`config.mk`:
```
export PLATFORM = sky130hd
export DESIGN_NAME = cond_flag_unit
export DESIGN_NICKNAME = d
export VERILOG_FILES = /design/src/rtl/cpu_pkg.sv /design/src/rtl/cond_check.sv /design/src/rtl/cond_flag_unit.sv
export SDC_FILE = /design/constraint.sdc
export NUM_CORES = 1
export LEC_CHECK = 0
export BUFFER_PORTS_ARGS = -buffer_cell sky130_fd_sc_hd__buf_4
export CAP_MARGIN = 10
export CORE_MARGIN = 3
export CORE_UTILIZATION = 44
export CTS_CLUSTER_DIAMETER = 150
export DETAILED_ROUTE_END_ITERATION = 8
export PLACE_DENSITY = 0.79
export SLEW_MARGIN = 20
export SYNTH_ARGS = -nofsm -noshare
export SYNTH_HDL_FRONTEND = slang
export SYNTH_HIERARCHICAL = 1
export SYNTH_SLANG_ARGS = --single-unit
```
`constraint.sdc`:
```
create_clock -name clk -period 2.4 [get_ports clk]
set_input_delay 0.12 -clock clk [delete_from_list [all_inputs] [get_ports clk]]
set_output_delay 0.12 -clock clk [all_outputs]
set_load 0.01 [all_outputs]
```
`src/rtl/cpu_pkg.sv`:
```
// Shared CPU definitions: condition codes, NZCV bit positions and FlagW masks.
package cpu_pkg;

  localparam int unsigned COND_W  = 4;
  localparam int unsigned FLAGS_W = 4;
  localparam int unsigned FLAGW_W = 2;

  localparam logic [COND_W-1:0] COND_EQ = 4'b0000;
  localparam logic [COND_W-1:0] COND_NE = 4'b0001;
  localparam logic [COND_W-1:0] COND_CS = 4'b0010;
  localparam logic [COND_W-1:0] COND_CC = 4'b0011;
  localparam logic [COND_W-1:0] COND_MI = 4'b0100;
  localparam logic [COND_W-1:0] COND_PL = 4'b0101;
  localparam logic [COND_W-1:0] COND_VS = 4'b0110;
  localparam logic [COND_W-1:0] COND_VC = 4'b0111;
  localparam logic [COND_W-1:0] COND_HI = 4'b1000;
  localparam logic [COND_W-1:0] COND_LS = 4'b1001;
  localparam logic [COND_W-1:0] COND_GE = 4'b1010;
  localparam logic [COND_W-1:0] COND_LT = 4'b1011;
  localparam logic [COND_W-1:0] COND_GT = 4'b1100;
  localparam logic [COND_W-1:0] COND_LE = 4'b1101;
  localparam logic [COND_W-1:0] COND_AL = 4'b1110;

  localparam int unsigned FLAG_N = 3;
  localparam int unsigned FLAG_Z = 2;
  localparam int unsigned FLAG_C = 1;
  localparam int unsigned FLAG_V = 0;

  localparam logic [FLAGW_W-1:0] FLAGW_NZ = 2'b10;
  localparam logic [FLAGW_W-1:0] FLAGW_CV = 2'b01;

endpackage : cpu_pkg

```
`src/rtl/cond_check.sv`:
```
// Condition evaluator: ARM 4-bit condition field against NZCV flags.
//   cond    : instruction condition field
//   flags   : {N,Z,C,V}
//   cond_ex : 1 when the instruction should execute
module cond_check
  import cpu_pkg::*;
(
  input  logic [COND_W-1:0]  cond,
  input  logic [FLAGS_W-1:0] flags,
  output logic               cond_ex
);

  logic n, z, c, v;

  assign n = flags[FLAG_N];
  assign z = flags[FLAG_Z];
  assign c = flags[FLAG_C];
  assign v = flags[FLAG_V];

  // Condition decode; the reserved 1111 encoding executes unconditionally.
  always_comb begin
    cond_ex = 1'b1;
    case (cond)
      COND_EQ: cond_ex = z;
      COND_NE: cond_ex = ~z;
      COND_CS: cond_ex = c;
      COND_CC: cond_ex = ~c;
      COND_MI: cond_ex = n;
      COND_PL: cond_ex = ~n;
      COND_VS: cond_ex = v;
      COND_VC: cond_ex = ~v;
      COND_HI: cond_ex = c & ~z;
      COND_LS: cond_ex = ~c | z;
      COND_GE: cond_ex = ~(n ^ v);
      COND_LT: cond_ex = n ^ v;
      COND_GT: cond_ex = ~z & ~(n ^ v);
      COND_LE: cond_ex = z | (n ^ v);
      default: cond_ex = 1'b1;
    endcase
  end

endmodule : cond_check

```
`src/rtl/cond_flag_unit.sv`:
```
// Conditional-execution unit: holds NZCV, gates decoder strobes on the
// condition result and counts squashed (condition-failed) instructions.
//   clk, reset (async active-low)
//   Stall                     : freeze state, force strobes low
//   Cond, ALUFlags, FlagW     : condition field, ALU flags, flag write enables
//   PCS, RegW, MemW           : decoder strobes
//   PCSrc, RegWrite, MemWrite : committed strobes (combinational)
//   CondEx                    : condition passed (combinational, from Flags)
//   Flags                     : registered {N,Z,C,V}
//   SquashCnt                 : saturating count of condition-failed cycles
module cond_flag_unit
  import cpu_pkg::*;
#(
  parameter int unsigned CNT_W = 16
) (
  input  logic               clk,
  input  logic               reset,
  input  logic               Stall,
  input  logic [COND_W-1:0]  Cond,
  input  logic [FLAGS_W-1:0] ALUFlags,
  input  logic [FLAGW_W-1:0] FlagW,
  input  logic               PCS,
  input  logic               RegW,
  input  logic               MemW,
  output logic               PCSrc,
  output logic               RegWrite,
  output logic               MemWrite,
  output logic               CondEx,
  output logic [FLAGS_W-1:0] Flags,
  output logic [CNT_W-1:0]   SquashCnt
);

  localparam logic [CNT_W-1:0] CNT_MAX = '1;

  logic cond_ex;
  logic commit;
  logic squash;

  cond_check u_cond_check (
    .cond    (Cond),
    .flags   (Flags),
    .cond_ex (cond_ex)
  );

  assign CondEx   = cond_ex;
  assign commit   = cond_ex & ~Stall;
  assign squash   = ~cond_ex & ~Stall;
  assign PCSrc    = PCS  & commit;
  assign RegWrite = RegW & commit;
  assign MemWrite = MemW & commit;

  // Flag register: NZ and CV halves written independently.
  always_ff @(posedge clk or negedge reset) begin
    if (!reset) begin
      Flags <= '0;
    end else if (commit) begin
      if ((FlagW & FLAGW_NZ) != 2'b00)
        Flags[FLAG_N:FLAG_Z] <= ALUFlags[FLAG_N:FLAG_Z];
      if ((FlagW & FLAGW_CV) != 2'b00)
        Flags[FLAG_C:FLAG_V] <= ALUFlags[FLAG_C:FLAG_V];
    end
  end

  // Squash counter, saturating at all-ones.
  always_ff @(posedge clk or negedge reset) begin
    if (!reset) begin
      SquashCnt <= '0;
    end else if (squash && (SquashCnt != CNT_MAX)) begin
      SquashCnt <= SquashCnt + CNT_W'(1);
    end
  end

endmodule : cond_flag_unit

```
==> flow_summary.ini <==
[grt]
antenna_found_initial = 0
met1_usage_pct = 23.1
grt_overflow = 0
grt_max_degree = 21
grtUsageTotal_pct = 17.2
grtUsageMet2_pct = 27.9
top_usage_layer = met2
met3_usage_pct = 2.67
first_global_vias = 982
grt_pass1_wl_um = 4500

[cts]
cts_sinks = 20
cts_tree = yes
post_cts_buffers = 0
clk_pin_slew_ps = 110
cts.path.max_buffers = 2
cts_buffers = 3
cts_root_buf = clkbuf_4
clock_latency_ps = 300
htreeDepth = 1

[cells_and_area]
drive_gt1_share_pct = 46.5
antenna_cells = 0
area_growth_pct = 36.4
num-nets-final = 174

[power_and_ir_drop]
vdd_drop_max_uv = 634
switching_share_pct = 36.9
power.switching_uw = 490
finalPower_uw = 1330
p_leak_uw = 0.000742
seqPwrFrac_pct = 42.1
comb_power_share_pct = 46.1
p_per_area_nw_per_um2 = 830
internal-power_uw = 840
clockPowerShare_pct = 11.8

[yosys]
synth-warning-count = 6
synth_edf_count = 0
async_flop_share_pct = 100
synthesis.nets = 126
synth.top_cell.area_share_pct = 42.6
synth_flop_cell = dfrtp_1
synth.most_common_cell = dfrtp_1
yosysTopAreaCell = dfrtp_1
synth_area_leaders = dfrtp_1, xnor2_1, mux2_2, nand3_1, nand2_1
synth_cells = 109
ys_ff_latch = 20
yosysUniqueCellTypes = 41
synth_common_cells = dfrtp_1, xnor2_1, nand2_1, nand3_1, nor2_1
yosysSeqAreaShare_pct = 42.6
syn-cell-area_um2 = 1170
avgSynthCellArea_um2 = 10.8

[sta]
slew_violations = 0
fin_crit_ps = 2390
finalHoldViolCount = 0
rsz0062_at_grt = yes
slew_headroom_pct = 72.8
max_freq_ghz = 0.419
worstMarginPinSlew_ps = 403
finalSetupViolCount = 0
skew_ps = 3.36
fin_crit_sh_pct = 99.5
hold_ws_ps = 44.6

[worst_setup_path]
required_ps = 2590
critPathMaxFanout = 4
critPathLaunchType = register
crit_arrival_ps = 2580
worstSetupEndpointType = register
worst-setup-path-type = reg -> reg

[route]
wirelength_um = 2780
vias = 1017
avgRoutedWirePerCell_um = 15.0
drt-initial-drc-count = 37
drc = 0
via_per_inst = 5.50
ant_nets = 0
drt_pass1_iterations = 4

[floorplanning]
pin_count = 40
dieArea_um2 = 3330
die_y_um = 57.7
initial_core_util_pct = 47.0
die_w_um = 57.7
num_rows = 18
core-area_um2 = 2500

[place]
io_buffers = 39
dp.final_hpwl_um = 2130
gp_congestion = 0.813

[outcome]
status = complete, no violations

[hold_path]
hold_path.class = in -> reg

[run]
cap_violations = 0
[per-stage QoR]
step / worst slack [ps] / utilization [%] / cells / TNS, ps / instance area (um^2)
2_1_floorplan: 34.2 / - / 109 / 0 / 1170
5_1_grt: -88.2 / 64.1 / 185 / -258 / 1600
6_report: 12.4 / 64.1 / 185 / 0 / 1600
3_5_place_dp: 55.7 / 61.2 / 181 / 0 / 1530
3_3_place_gp: 99.1 / 61.2 / 181 / 0 / 1530
4_1_cts: 17.6 / 62.5 / 185 / 0 / 1560
[per-layer routing]
layer | wire length [um] | share of wire, %
met4 | 71 | 2.6
met3 | 159 | 5.7
met5 | 0 | 0
met2 | 1340 | 48
met1 | 1210 | 44
[cells by family after synthesis]
| kind of cell | Yosys count | synth area share (%) |
|---|---|---|
| and+or+nand+nor | 49 | 27.4 |
| DFF | 20 | 42.6 |
| xor gates and xnor gates | 17 | 12.7 |
| AOI/OAI and AO/OA | 13 | 8.63 |
| muxes | 7 | 6.92 |
| buffers and inverters | 2 | 0.745 |
| adders and majority gates | 1 | 1.06 |
[worst paths after layout]
path	startpoint	to	slack [ps]	cells past startpoint
worst max-delay path	Flags[1]	SquashCnt[6]	10	8
worst min-delay path	ALUFlags[2]	Flags[2]	40	2
worst max register to register	Flags[1]	SquashCnt[6]	10	8
worst min register to register	SquashCnt[3]	SquashCnt[3]	540	1
max in group asynchronous	reset	Flags[3]	1950	2
min in group asynchronous	reset	SquashCnt[6]	230	2
[registers in the layout (all words and copies together), names as in the netlist]
signal	count
Flags	4
SquashCnt	16
[final cells by class]
class                      instances  area, um^2
fill                             200         897
clock buffer                       3        22.5
sequential                        20         503
multi-input combinational         87         703
tap                               30        37.5
inverter                           1        3.75
timing repair buffer              44         333
[power by group through the flow]
| stage | registers, uW | logic (uW) | clock network (uW) |
|---|---|---|---|
| after floorplan | 565 | 282 | 0 |
| after global placement | 533 | 572 | 0 |
| after detailed placement | 544 | 584 | 0 |
| after CTS | 538 | 588 | 162 |
| after global routing | 577 | 663 | 179 |
| final | 559 | 613 | 157 |
[cell usage in the layout, fill, tap and decap left out, types with 2 or more instances in the layout]
cell type  count
xor2_1         3
clkbuf_4       3
dfrtp_2        2
xnor2_1       13
nor2b_1        2
nor4_2         2
nor3b_1        2
a21oi_1        2
nand4_1        3
nand3_1        7
nor2_1         6
and3_2         3
buf_4         43
nand2_1        7
dfrtp_1       18
mux2_2         5
and2_1         4
a211o_1        2
[critical path: stages, from the launching register on]
cell     delay [ps]
dfrtp_1         430
nor2b_1         220
a22oi_2         110
xnor2_1         130
a211o_1         320
or3b_4          390
or2_4           260
a211o_1         280
xnor2_1         120
[repair_timing]
item,4_1_cts,5_1_grt
hold buffers,1,0
endpoints found under the setup margin,0,10
gates resized for setup,0,7
hold endpoints to repair,20,0
(Power assumes the default switching activity.)
